File: config.mk
export PLATFORM = sky130hd
export DESIGN_NAME = boot_rom_axil_slave_flat
export DESIGN_NICKNAME = d
export VERILOG_FILES = /design/src/rtl/boot_rom_pkg.sv /design/src/rtl/boot_rom_axil_slave_if.sv /design/src/rtl/boot_rom_wr_err.sv /design/src/rtl/boot_rom_axil_slave.sv /design/src/flat_wrapper.sv
export SDC_FILE = /design/constraint.sdc
export NUM_CORES = 1
export LEC_CHECK = 0
export ABC_AREA = 1
export CORE_AREA = 2 2 73 75
export CTS_BUF_LIST = sky130_fd_sc_hd__clkbuf_4 sky130_fd_sc_hd__clkbuf_8
export DETAILED_ROUTE_END_ITERATION = 8
export DIE_AREA = 0 0 75 77
export DONT_BUFFER_PORTS = 1
export PLACE_DENSITY = 0.59
export SLEW_MARGIN = 25
export SYNTH_ARGS = -nofsm -noshare
export SYNTH_HDL_FRONTEND = slang
export SYNTH_SLANG_ARGS = --single-unit
File: constraint.sdc
create_clock -name CLK -period 1.3 [get_ports CLK]
set_input_delay 0.26 -clock CLK [delete_from_list [all_inputs] [get_ports CLK]]
set_output_delay 0.26 -clock CLK [all_outputs]
set_load 0.02 [all_outputs]
File: src/rtl/boot_rom_pkg.sv
// Shared constants, response codes, FSM state types and the R-channel payload
// for the boot ROM AXI4-Lite front-end.
package boot_rom_pkg;

    localparam int unsigned ROM_AW    = 10;
    localparam int unsigned ROM_WORDS = 548;
    localparam int unsigned DATA_W    = 32;

    typedef enum logic [1:0] {
        OKAY   = 2'b00,
        SLVERR = 2'b10
    } axi_resp_t;

    typedef enum logic [1:0] {
        R_IDLE,
        R_ACCESS,
        R_RESP
    } rd_state_t;

    typedef enum logic [1:0] {
        W_IDLE,
        W_HAVE_AW,
        W_HAVE_W,
        W_RESP
    } wr_state_t;

    typedef struct packed {
        logic [DATA_W-1:0] data;
        axi_resp_t         resp;
    } rd_beat_t;

endpackage

File: src/rtl/boot_rom_axil_slave_if.sv
// AXI4-Lite bus between the interconnect (master) and the boot ROM front-end (slave).
interface boot_rom_axil_slave_if #(
    parameter int unsigned ADDR_WIDTH = 32
);
    import boot_rom_pkg::*;

    logic [ADDR_WIDTH-1:0] ar_addr;
    logic                  ar_valid;
    logic                  ar_ready;
    logic [DATA_W-1:0]     r_data;
    logic [1:0]            r_resp;
    logic                  r_valid;
    logic                  r_ready;
    logic [ADDR_WIDTH-1:0] aw_addr;
    logic                  aw_valid;
    logic                  aw_ready;
    logic [DATA_W-1:0]     w_data;
    logic [DATA_W/8-1:0]   w_strb;
    logic                  w_valid;
    logic                  w_ready;
    logic [1:0]            b_resp;
    logic                  b_valid;
    logic                  b_ready;

    modport slave (
        input  ar_addr, ar_valid, r_ready, aw_addr, aw_valid,
               w_data, w_strb, w_valid, b_ready,
        output ar_ready, r_data, r_resp, r_valid, aw_ready, w_ready,
               b_resp, b_valid
    );

    modport master (
        output ar_addr, ar_valid, r_ready, aw_addr, aw_valid,
               w_data, w_strb, w_valid, b_ready,
        input  ar_ready, r_data, r_resp, r_valid, aw_ready, w_ready,
               b_resp, b_valid
    );

endinterface

File: src/rtl/boot_rom_wr_err.sv
// Write-channel error responder: accepts AW and W in any order and answers SLVERR.
module boot_rom_wr_err
    import boot_rom_pkg::*;
(
    input  logic       CLK,
    input  logic       RSTN,
    input  logic       aw_valid,
    output logic       aw_ready,
    input  logic       w_valid,
    output logic       w_ready,
    output logic [1:0] b_resp,
    output logic       b_valid,
    input  logic       b_ready
);

    wr_state_t wr_state;
    logic      aw_hs;
    logic      w_hs;
    logic      both_done;

    assign aw_hs = aw_valid && aw_ready;
    assign w_hs  = w_valid && w_ready;

    // The second half of the address/data pair has just been accepted.
    assign both_done = ((wr_state == W_IDLE) && aw_hs && w_hs) ||
                       ((wr_state == W_HAVE_AW) && w_hs) ||
                       ((wr_state == W_HAVE_W) && aw_hs);

    always_ff @(posedge CLK or negedge RSTN) begin
        if (!RSTN) begin
            wr_state <= W_IDLE;
            aw_ready <= 1'b0;
            w_ready  <= 1'b0;
            b_valid  <= 1'b0;
            b_resp   <= OKAY;
        end else if (both_done) begin
            wr_state <= W_RESP;
            aw_ready <= 1'b0;
            w_ready  <= 1'b0;
            b_valid  <= 1'b1;
            b_resp   <= SLVERR;
        end else begin
            case (wr_state)
                W_IDLE: begin
                    aw_ready <= 1'b1;
                    w_ready  <= 1'b1;
                    if (aw_hs) begin
                        wr_state <= W_HAVE_AW;
                        aw_ready <= 1'b0;
                    end else if (w_hs) begin
                        wr_state <= W_HAVE_W;
                        w_ready  <= 1'b0;
                    end
                end
                W_HAVE_AW, W_HAVE_W: ;
                W_RESP: begin
                    if (b_ready) begin
                        wr_state <= W_IDLE;
                        b_valid  <= 1'b0;
                        aw_ready <= 1'b1;
                        w_ready  <= 1'b1;
                    end
                end
                default: wr_state <= W_IDLE;
            endcase
        end
    end

endmodule

File: src/rtl/boot_rom_axil_slave.sv
// AXI4-Lite read front-end for the boot_code ROM macro; writes go to the
// SLVERR responder.
module boot_rom_axil_slave
    import boot_rom_pkg::*;
(
    input  logic              CLK,
    input  logic              RSTN,
    boot_rom_axil_slave_if.slave bus,
    output logic              rom_csn,
    output logic [ROM_AW-1:0] rom_addr,
    input  logic [DATA_W-1:0] rom_rdata
);

    rd_state_t         rd_state;
    logic              ar_ready_q;
    logic              r_valid_q;
    logic              err_q;
    rd_beat_t          r_beat_q;
    logic [ROM_AW-1:0] ar_index;
    logic              ar_hs;
    logic              ar_in_range;
    logic              unused_bus;

    assign ar_index    = bus.ar_addr[ROM_AW+1:2];
    assign ar_hs       = (rd_state == R_IDLE) && ar_ready_q && bus.ar_valid;
    assign ar_in_range = ar_index < ROM_AW'(ROM_WORDS);

    // ROM address is presented in the accept cycle so data arrives during R_ACCESS.
    assign rom_csn  = !(ar_hs && ar_in_range);
    assign rom_addr = (ar_hs && ar_in_range) ? ar_index : '0;

    always_ff @(posedge CLK or negedge RSTN) begin
        if (!RSTN) begin
            rd_state   <= R_IDLE;
            ar_ready_q <= 1'b0;
            r_valid_q  <= 1'b0;
            err_q      <= 1'b0;
            r_beat_q   <= '{data: '0, resp: OKAY};
        end else begin
            case (rd_state)
                R_IDLE: begin
                    ar_ready_q <= 1'b1;
                    if (ar_hs) begin
                        ar_ready_q <= 1'b0;
                        err_q      <= !ar_in_range;
                        rd_state   <= R_ACCESS;
                    end
                end
                R_ACCESS: begin
                    if (err_q) begin
                        r_beat_q.data <= '0;
                        r_beat_q.resp <= SLVERR;
                    end else begin
                        r_beat_q.data <= rom_rdata;
                        r_beat_q.resp <= OKAY;
                    end
                    r_valid_q <= 1'b1;
                    rd_state  <= R_RESP;
                end
                R_RESP: begin
                    if (bus.r_ready) begin
                        r_valid_q  <= 1'b0;
                        ar_ready_q <= 1'b1;
                        rd_state   <= R_IDLE;
                    end
                end
                default: rd_state <= R_IDLE;
            endcase
        end
    end

    assign bus.ar_ready = ar_ready_q;
    assign bus.r_valid  = r_valid_q;
    assign bus.r_data   = r_beat_q.data;
    assign bus.r_resp   = r_beat_q.resp;

    boot_rom_wr_err u_wr_err (
        .CLK      (CLK),
        .RSTN     (RSTN),
        .aw_valid (bus.aw_valid),
        .aw_ready (bus.aw_ready),
        .w_valid  (bus.w_valid),
        .w_ready  (bus.w_ready),
        .b_resp   (bus.b_resp),
        .b_valid  (bus.b_valid),
        .b_ready  (bus.b_ready)
    );

    // Write payload and upper/lower address bits carry no meaning here.
    assign unused_bus = ^{bus.ar_addr, bus.aw_addr, bus.w_data, bus.w_strb};

endmodule

File: src/flat_wrapper.sv
// flat-port wrapper written by rule: the top's interface ports become plain ports
module boot_rom_axil_slave_flat import boot_rom_pkg::*;
  (CLK, RSTN, rom_csn, rom_addr, rom_rdata, bus_ar_addr, bus_ar_valid, bus_r_ready, bus_aw_addr, bus_aw_valid, bus_w_data, bus_w_strb, bus_w_valid, bus_b_ready, bus_ar_ready, bus_r_data, bus_r_resp, bus_r_valid, bus_aw_ready, bus_w_ready, bus_b_resp, bus_b_valid);
  boot_rom_axil_slave_if #(.ADDR_WIDTH(32)) bus_i ();
  input  logic CLK;
  input  logic RSTN;
  output logic rom_csn;
  output logic [ROM_AW-1:0] rom_addr;
  input  logic [DATA_W-1:0] rom_rdata;
  input wire logic [$bits(bus_i.ar_addr)-1:0] bus_ar_addr;
  input wire logic [$bits(bus_i.ar_valid)-1:0] bus_ar_valid;
  input wire logic [$bits(bus_i.r_ready)-1:0] bus_r_ready;
  input wire logic [$bits(bus_i.aw_addr)-1:0] bus_aw_addr;
  input wire logic [$bits(bus_i.aw_valid)-1:0] bus_aw_valid;
  input wire logic [$bits(bus_i.w_data)-1:0] bus_w_data;
  input wire logic [$bits(bus_i.w_strb)-1:0] bus_w_strb;
  input wire logic [$bits(bus_i.w_valid)-1:0] bus_w_valid;
  input wire logic [$bits(bus_i.b_ready)-1:0] bus_b_ready;
  output wire logic [$bits(bus_i.ar_ready)-1:0] bus_ar_ready;
  output wire logic [$bits(bus_i.r_data)-1:0] bus_r_data;
  output wire logic [$bits(bus_i.r_resp)-1:0] bus_r_resp;
  output wire logic [$bits(bus_i.r_valid)-1:0] bus_r_valid;
  output wire logic [$bits(bus_i.aw_ready)-1:0] bus_aw_ready;
  output wire logic [$bits(bus_i.w_ready)-1:0] bus_w_ready;
  output wire logic [$bits(bus_i.b_resp)-1:0] bus_b_resp;
  output wire logic [$bits(bus_i.b_valid)-1:0] bus_b_valid;
  assign bus_i.ar_addr = bus_ar_addr;
  assign bus_i.ar_valid = bus_ar_valid;
  assign bus_i.r_ready = bus_r_ready;
  assign bus_i.aw_addr = bus_aw_addr;
  assign bus_i.aw_valid = bus_aw_valid;
  assign bus_i.w_data = bus_w_data;
  assign bus_i.w_strb = bus_w_strb;
  assign bus_i.w_valid = bus_w_valid;
  assign bus_i.b_ready = bus_b_ready;
  assign bus_ar_ready = bus_i.ar_ready;
  assign bus_r_data = bus_i.r_data;
  assign bus_r_resp = bus_i.r_resp;
  assign bus_r_valid = bus_i.r_valid;
  assign bus_aw_ready = bus_i.aw_ready;
  assign bus_w_ready = bus_i.w_ready;
  assign bus_b_resp = bus_i.b_resp;
  assign bus_b_valid = bus_i.b_valid;
  boot_rom_axil_slave u_core (.CLK(CLK), .RSTN(RSTN), .bus(bus_i), .rom_csn(rom_csn), .rom_addr(rom_addr), .rom_rdata(rom_rdata));
endmodule
Word level (Yosys, flattened, before mapping)
Cells that the tools add are included.
{"block": "op_classes", "eq_ne": 9, "reduce_logical": 27, "muxes": 26, "magnitude_cmp": 1}
{"op": "34-bit 2-to-1 mux", "n": 1}
{"op": "1-bit 2-to-1 mux", "n": 12}
{"op": "2-bit 2-to-1 mux", "n": 6}
{"op": "2-bit AND reduction", "n": 6}
{"op": "10-bit less-than comparator (second input constant)", "n": 1}
{"op": "10-bit 2-to-1 mux", "n": 1}
{"op": "1-bit logical AND", "n": 9}
{"op": "1-bit case mux with 2 select lines", "n": 4}
{"op": "2-bit nonzero test", "n": 4}
{"op": "2-bit equality test (second input constant)", "n": 3}
{"op": "2-bit case mux with 3 select lines", "n": 1}
{"op": "2-bit by 1-bit equality test with 1-bit output (second input constant)", "n": 2}
{"op": "2-bit logical NOT", "n": 2}
{"op": "4-bit inequality test (second input constant)", "n": 1}
{"op": "2-bit case mux with 2 select lines", "n": 1}
{"op": "3-bit inequality test (second input constant)", "n": 1}
{"op": "3-bit AND reduction", "n": 1}
{"op": "3-bit nonzero test", "n": 1}
{"op": "1-bit logical NOT", "n": 2}
{"op": "1-bit logical OR", "n": 2}
{"op": "2-bit by 1-bit inequality test with 1-bit output (second input constant)", "n": 1}
{"op": "2-bit inequality test (second input constant)", "n": 1}
{"block": "totals", "wordCells": 74, "ff_bits": 45}

Longest topological paths before layout
Gate-level depths: netlist of the first run.
{"block": "depth", "depth_word": 7, "ltp_mapped": 7}

Cells and area by module
Synthesis of the first run repeated with hierarchy kept, for this count alone.
{"block": "unflattened", "hier_cells": 173, "hier_area_um2": 1904.3}
{"mod": "boot_rom_axil_slave", "area_per_inst_um2": 1569.0, "n_inst": 1, "seq_area_each_um2": 950.9, "cells_per_inst": 128}
{"mod": "boot_rom_wr_err", "area_per_inst_um2": 335.3, "n_inst": 1, "seq_area_each_um2": 150.1, "cells_per_inst": 45}

Worst setup path after synthesis of the first run
OpenSTA, ideal clock, no wires.
{"block": "synth_path", "kind": "reg-to-output", "start": "register u_core.ar_ready_q, in the netlist u_core.bus.ar_ready", "end": "output rom_addr[0]", "t_required_ns": 1.040, "setup_slack_ns": -0.144, "arrival_ns": 1.184, "stages_incl_launch_ff": 5, "path_cell_list": "dfrtp_1 nand2_2 nor2_8 nand3_4 nor2_2"}
{"block": "synth_via", "elab_chain_len": 4}
{"item": "start: declaration", "line": "boot_rom_axil_slave.sv:15", "text": "logic ar_ready_q;"}
{"item": "start signal: assignment", "line": "boot_rom_axil_slave.sv:35", "text": "ar_ready_q <= 1'b0;"}
{"item": "start signal: assignment", "line": "boot_rom_axil_slave.sv:42", "text": "ar_ready_q <= 1'b1;"}
{"item": "start signal: assignment", "line": "boot_rom_axil_slave.sv:44", "text": "ar_ready_q <= 1'b0;"}
{"item": "1-bit logical AND (2 in series)", "line": "boot_rom_axil_slave.sv:25", "text": "assign ar_hs = (rd_state == R_IDLE) && ar_ready_q && bus.ar_valid;"}
{"item": "1-bit logical AND", "line": "boot_rom_axil_slave.sv:30", "text": "assign rom_addr = (ar_hs && ar_in_range) ? ar_index : '0;"}
{"item": "10-bit 2-to-1 mux", "line": "boot_rom_axil_slave.sv:30"}
{"item": "end: declaration", "line": "flat_wrapper.sv:8", "text": "output logic [ROM_AW-1:0] rom_addr;"}
No other way between the ends.

Worst setup path in the final report of the first run
{"block": "layout_path", "start": "register u_core.rd_state[1]", "end": "output rom_csn"}
{"block": "layout_via", "elab_chain_len": 5}
{"item": "start: declaration", "line": "boot_rom_axil_slave.sv:14", "text": "rd_state_t rd_state;"}
{"item": "start signal: assignment", "line": "boot_rom_axil_slave.sv:34", "text": "rd_state <= R_IDLE;"}
{"item": "start signal: assignment", "line": "boot_rom_axil_slave.sv:46", "text": "rd_state <= R_ACCESS;"}
{"item": "start signal: assignment", "line": "boot_rom_axil_slave.sv:58", "text": "rd_state <= R_RESP;"}
{"item": "2-bit logical NOT", "line": "boot_rom_axil_slave.sv:25"}
{"item": "1-bit logical AND (2 in series)", "line": "boot_rom_axil_slave.sv:25"}
{"item": "1-bit logical AND", "line": "boot_rom_axil_slave.sv:29", "text": "assign rom_csn = !(ar_hs && ar_in_range);"}
{"item": "1-bit logical NOT", "line": "boot_rom_axil_slave.sv:29"}
{"item": "end: declaration", "line": "flat_wrapper.sv:7", "text": "output logic rom_csn;"}
No other way between the ends.

==> run metrics, run 1 <==
Total Routing Usage GR=~16%; fmax=0.623 GHz; Critical Path Max Stage Delay=0.42 ns; max_cap viols=0; Fin Clk Skew=roughly 0.004 ns; #FFs+latches synth=44; DR vias/cell=5.26; Worst Setup EP=rom_csn; DRT antenna net count=0; max-slew violations=0; DRC Markers=0; final non-filler cell total=about 270; sequential cell area fraction in the yosys report=56.7%; PwrDens=~2600 mW/mm2; CTS tree=yes; die height=77 um; Hold/Removal Path Class=input port to async pin; Final Hold Fails=44; start of the worst register-to-register path=u_core.rd_state[1]; critical path class=flop to primary output; Crit-path slowest cell=dfrtp_1; sequence of cells on the critical path=inv_2, nand2_4, nor2_8, nand3_4, buf_4; Die X=75 um; CP startpoint kind=flop; First-pass DRT Iterations=4; Detailed Route Iter0 Violations=32; commonest cells after routing, fill and taps aside=43 x dfrtp_1, 32 x a22o_1, 29 x nand2_1; initial antenna violation count=0; fraction of layout cells with a size suffix above 1=26.7%; area of the multi-input gates=~750 um2; Ant. Diodes=0; H-Tree Depth=2; Die ar.=roughly 0.0058 mm2; setup_tns=-3.08 ns; # clock sinks=between 40 and 50; Fillers=472; reg-to-reg endpoint=u_core.bus.r_data[1]; worst r2r path cells=6; fin crit period=about 1.6 ns; first-pass GRT wire length=6980 um; worst setup margin=-0.304 ns; CP Data Arrival Time=1.34 ns; vias in the first global route=between 1000 and 1500; core area=approximately 0.005 mm2; routed wire length=between 4000 and 5000 um; Cell Rows=26; Cell variety after synth=24; FF/Latch Area=between 0.001 and 0.0015 mm2; Post-DP HPWL=between 3000 and 4000 um; status=finished, violations left; CTS Buffer Depth=2; failing checks=hold timing, setup timing; largest net degree at the start of global routing=45; syn avg cell area=~11 um2; Static Leak=1.13 nW; TritonCTS buffer count=5; Worst-path clk slew=0.08 ns; I/O Buffers=0; Final period util=123%; Crit path required time=1.04 ns; nets@finish=333; Max VDD drop=between 0.0007 and 0.0008 V; area grow syn2layout=18.0%; Routed wire per std cell=17.1 um; Cells after Synth=176; CP startpoint=u_core.rd_state[1]; kind of cell adding the most delay to the critical path=flip-flops; Placer Congestion=0.701; Hold Slack=-0.343 ns; Initial Utilization=39.0%; Worst Path Max Fanout=5; commonest non-fill, non-tap cell in the layout=dfrtp_1; Ys Warns=0; critical path depth=5; later-pin clock latency in the skew report=0.29 ns; synthesized cell area=0.00194 mm2; Inst Count DP=255; Buf/Inv on CP=2; grt ovf=0; Ports=191; unrepaired setup endpoints after global routing=yes; CTS Root Cell=clkbuf_8; max FFs per register=32; CP Capture Type=primary output; R2R setup slack=0.02 ns; final setup fails=11; vias post-DR=1393
worst min path at each step:
| stage | startpoint | to | slack [ns] | depth (start not counted) |
|---|---|---|---|---|
| after floorplan | RSTN | u_core.bus.ar_ready | -0.04 | 0 |
| after global placement | RSTN | u_core.u_wr_err.wr_state[1] | -0.03 | 0 |
| after detailed placement | RSTN | u_core.u_wr_err.w_ready | -0.03 | 0 |
| after CTS | RSTN | u_core.u_wr_err.aw_ready | -0.36 | 0 |
| final | RSTN | u_core.bus.r_data[10] | -0.34 | 0 |
| after global routing | RSTN | u_core.bus.r_data[23] | -0.37 | 0 |
worst register-to-register path: cells and delay by family (launching register included):
family | cells | cell delay [ns]
AND/OR/NAND/NOR | 2 | 0.19
flip-flops | 1 | 0.40
AO/OA/AOI/OAI | 1 | 0.19
buffers and inverters | 3 | 0.38
cells by family (layout without fill, tap and decap cells):
group           count (synthesis)  after routing  share of synthesized area [%]
flops                          44             44                           56.7
simple gates                   59             60                           16.9
buf+inv                        31             48                           8.57
other cells                     1              2                          0.193
compound gates                 41             41                           17.6
through the flow:
| step | utilization, % | instance area, um2 | worst slack [ns] | hold WS [ns] | power [mW] |
|---|---|---|---|---|---|
| global placement | 43.2 | 2150 | -0.0494 | -0.0346 | 4.78 |
| floorplan | - | 2000 | -0.125 | -0.0356 | 4.37 |
| detailed placement | 43.2 | 2150 | -0.0818 | -0.0346 | 4.92 |
| CTS | 46.0 | 2290 | -0.341 | -0.358 | 6.01 |
| global route | 46.1 | 2290 | -0.381 | -0.375 | 6.36 |
| finish | 46.1 | 2290 | -0.304 | -0.343 | 5.95 |
layout make-up:
class,count,share of cell area [%]
Sequential cell,44,48.1
Multi-Input combinational cell,103,32.6
Timing Repair Buffer,17,6.82
Tap cell,70,3.82
Inverter,23,3.77
Clock buffer,5,3.00
Clock inverter,3,1.86
metal layers:
layer | part of all wire [%] | GRT usage, %
met1 | 38 | 17.9
met2 | 52 | 27.7
met3 | 8.0 | 4.86
met4 | 1.3 | 5.36
met5 | 0 | 0
Yosys cell counts:
cell type	instances	area [um2]
a21oi_1	2	10.0
a22o_1	32	280
buf_2	1	5.00
buf_4	4	30.0
buf_8	3	45.0
conb_1	1	3.75
dfrtp_1	44	1100
inv_1	18	67.6
inv_2	5	18.8
nand2_1	29	109
nand2_2	2	12.5
nand2_4	1	11.3
nand3_1	7	35.0
nand3_2	2	20.0
nand3_4	1	17.5
nand3b_1	1	7.51
nand4_1	1	6.26
nor2_1	4	15.0
nor2_2	8	50.1
nor2_8	2	40.0
nor3_1	1	5.00
o211ai_1	2	15.0
o21ai_0	4	20.0
o21ai_4	1	16.3
repair_timing:
item | in CTS | in global routing
endpoints found under the setup margin | 11 | 38
endpoints found under the hold margin | 44 | 44
cloned | 1 | 0
buffers inserted | 1 | 0
resized for setup | 4 | 1
pin swaps | 0 | 3
power by group:
part           switching, mW  total [mW]  leakage, nW  internal, mW
registers               1.00        2.94        0.551          1.93
clock network          0.450        1.02       0.0541         0.568
logic                   1.07        1.99        0.526         0.914
total                   2.53        5.95         1.13          3.42
(Power assumes the default switching activity.)
==> run 2: changes to the inputs <==
--- a/config.mk
+++ b/config.mk
@@ -8,8 +8,8 @@
 export ABC_AREA = 1
-export CORE_AREA = 2 2 73 75
+export CORE_AREA = 2 2 74 76
 export CTS_BUF_LIST = sky130_fd_sc_hd__clkbuf_4 sky130_fd_sc_hd__clkbuf_8
 export DETAILED_ROUTE_END_ITERATION = 8
-export DIE_AREA = 0 0 75 77
+export DIE_AREA = 0 0 76 78
 export DONT_BUFFER_PORTS = 1
-export PLACE_DENSITY = 0.59
+export PLACE_DENSITY = 0.58
 export SLEW_MARGIN = 25
--- a/constraint.sdc
+++ b/constraint.sdc
@@ -3,2 +3,2 @@
 set_output_delay 0.26 -clock CLK [all_outputs]
-set_load 0.02 [all_outputs]
+set_load 0.05 [all_outputs]
==> run 2 against run 1 <==
  * The run still ends with hold timing, setup timing left
  * Critical path depth grew 1
  * Combinational power is 23% higher
  * Flip-flop and latch count is the same
  * Critical endpoint is now rom_addr[6]
  * Largest power group unchanged
==> run metrics, run 2 (synthesis results as in run 1) <==
DRC Markers=0 (unchanged); core area=0.00504 mm2 (+1.3%); DRT antenna net count=0 (unchanged); CP Data Arrival Time=1.46 ns (+0.12 ns); grt ovf=0 (unchanged); PwrDens=2890 mW/mm2 (+11%); die height=78 um (+1.3%); CTS Root Cell=clkbuf_8; TritonCTS buffer count=5 (unchanged); fmax=0.582 GHz (-6.7%); max_cap viols=0 (unchanged); Worst-path clk slew=0.08 ns (about the same); Detailed Route Iter0 Violations=31 (-3.1%); Crit path required time=1.04 ns (about the same); Cell Rows=26 (unchanged); Hold Slack=-0.338 ns (+0.00550 ns); Routed wire per std cell=16.7 um (-1.8%); Post-DP HPWL=3580 um (+3.9%); max FFs per register=32 (unchanged); commonest cells after routing, fill and taps aside=42 x dfrtp_1, 32 x a22o_1, 29 x nand2_1; I/O Buffers=0 (unchanged); later-pin clock latency in the skew report=0.29 ns (about the same); final non-filler cell total=277 (+4.5%); # clock sinks=44 (unchanged); nets@finish=345 (+3.6%); initial antenna violation count=0 (unchanged); global routing usage on met2=26.9% (-0.84 points); Critical Path Max Stage Delay=0.40 ns (-0.02 ns); First-pass DRT Iterations=4 (unchanged); worst r2r path cells=5 (-1); Worst Path Max Fanout=5 (unchanged); gr busiest metal=met2; Total Routing Usage GR=15.8% (-0.048 points); reg-to-reg endpoint=u_core.bus.r_data[24]; Initial Utilization=38.5% (-0.50 points); final setup fails=11 (unchanged); CTS Buffer Depth=2 (unchanged); CTS tree=yes; Max VDD drop=0.00105 V (+43%); Final period util=132% (+8.8 points); sequence of cells on the critical path=inv_2, nand2_4, nor2_8, nand3_4, nor2_4, buf_12; Die X=76 um (+1.3%); Fillers=453 (-4.0%); Static Leak=1.20 nW (+6.0%); DR vias/cell=5.16 (-1.9%); Placer Congestion=0.758 (+8.1%); unrepaired setup endpoints after global routing=yes; worst setup margin=-0.419 ns (-0.115 ns); Final Hold Fails=44 (unchanged); CP startpoint kind=flop; Inst Count DP=266 (+4.3%); critical path class=flop to primary output; fin crit period=1.72 ns (+0.115 ns); Crit-path slowest cell=dfrtp_1; failing checks=hold timing, setup timing; commonest non-fill, non-tap cell in the layout=dfrtp_1; met1 Use GR=17.6% (-0.31 points); R2R setup slack=0.08 ns (+0.06 ns); Fin Clk Skew=0.00783 ns (+0.00384 ns); H-Tree Depth=2 (unchanged); fraction of layout cells with a size suffix above 1=30.9% (+4.3 points); status=finished, violations left; start of the worst register-to-register path=u_core.rd_state[1]; Ports=191 (unchanged); largest net degree at the start of global routing=45 (unchanged); Hold/Removal Path Class=input port to async pin; vias in the first global route=1518 (+7.4%); max-slew violations=0 (unchanged); Die ar.=0.00593 mm2 (+2.6%); CP Capture Type=primary output; Ant. Diodes=0 (unchanged); routed wire length=4640 um (+2.6%); setup_tns=-3.96 ns (-0.876 ns); vias post-DR=1429 (+2.6%); first-pass GRT wire length=7440 um (+6.6%); met3 usage=6.86% (+2.0 points); area grow syn2layout=27.1%; Pwr Total=7.14 mW (+20%)
## run 2: cell type report
| cell class | instances | area [um2] | area share (%) |
|---|---|---|---|
| inverter | 23 | 92.6 | 3.75 |
| sequential | 44 | 1100 | 44.7 |
| tap | 70 | 87.6 | 3.55 |
| clock inverter | 2 | 12.5 | 0.507 |
| timing repair buffer | 29 | 350 | 14.2 |
| clock buffer | 6 | 76.3 | 3.09 |
| multi-input combinational | 103 | 746 | 30.2 |
## run 2: per-stage QoR
step	hold WS, ns	area (um2)	util (%)	setup slack (ns)
3_3_place_gp	-0.0347	2330	46.3	-0.168
5_1_grt	-0.365	2470	49.0	-0.498
3_5_place_dp	-0.0345	2330	46.3	-0.200
4_1_cts	-0.355	2460	48.8	-0.426
2_1_floorplan	-0.0356	2000	-	-0.436
6_report	-0.338	2470	49.0	-0.419
## run 2: how the worst max path moves through the flow
stage,end,start,depth (start not counted)
after floorplan,rom_addr[0],u_core.bus.ar_ready,4
after global placement,rom_addr[0],u_core.rd_state[1],6
after detailed placement,rom_addr[0],u_core.rd_state[1],6
after CTS,rom_addr[6],u_core.rd_state[1],6
after global routing,rom_addr[4],u_core.rd_state[1],6
final,rom_addr[6],u_core.rd_state[1],6
## run 2: report_power, final
group | internal, mW | switching, mW | total [mW] | leakage [nW]
Combinational | 1.09 | 1.36 | 2.44 | 0.605
Sequential | 1.91 | 1.94 | 3.86 | 0.550
Clock | 0.397 | 0.444 | 0.841 | 0.0446
Total | 3.40 | 3.74 | 7.14 | 1.20
## run 2: critical path: cells and delay by family (launching register included)
kind                   cells  cell delay [ns]
buffers and inverters      2             0.22
flip-flops                 1             0.40
AND/OR/NAND/NOR            4             0.54
## run 2: repair_timing
action / CTS / global route
buffers inserted: 1 / 1
cloned: 1 / 0
endpoints found under the hold margin: 44 / 44
gates resized for setup: 4 / 1
endpoints found under the setup margin: 11 / 12
pin swaps: 3 / 3
## run 2: per-layer routing
layer | share of wire (%) | vias up
met5 | 0 | -
met4 | 1.4 | 0
met3 | 11 | 8
met2 | 50 | 71
met1 | 38 | 697
li1 | - | 653
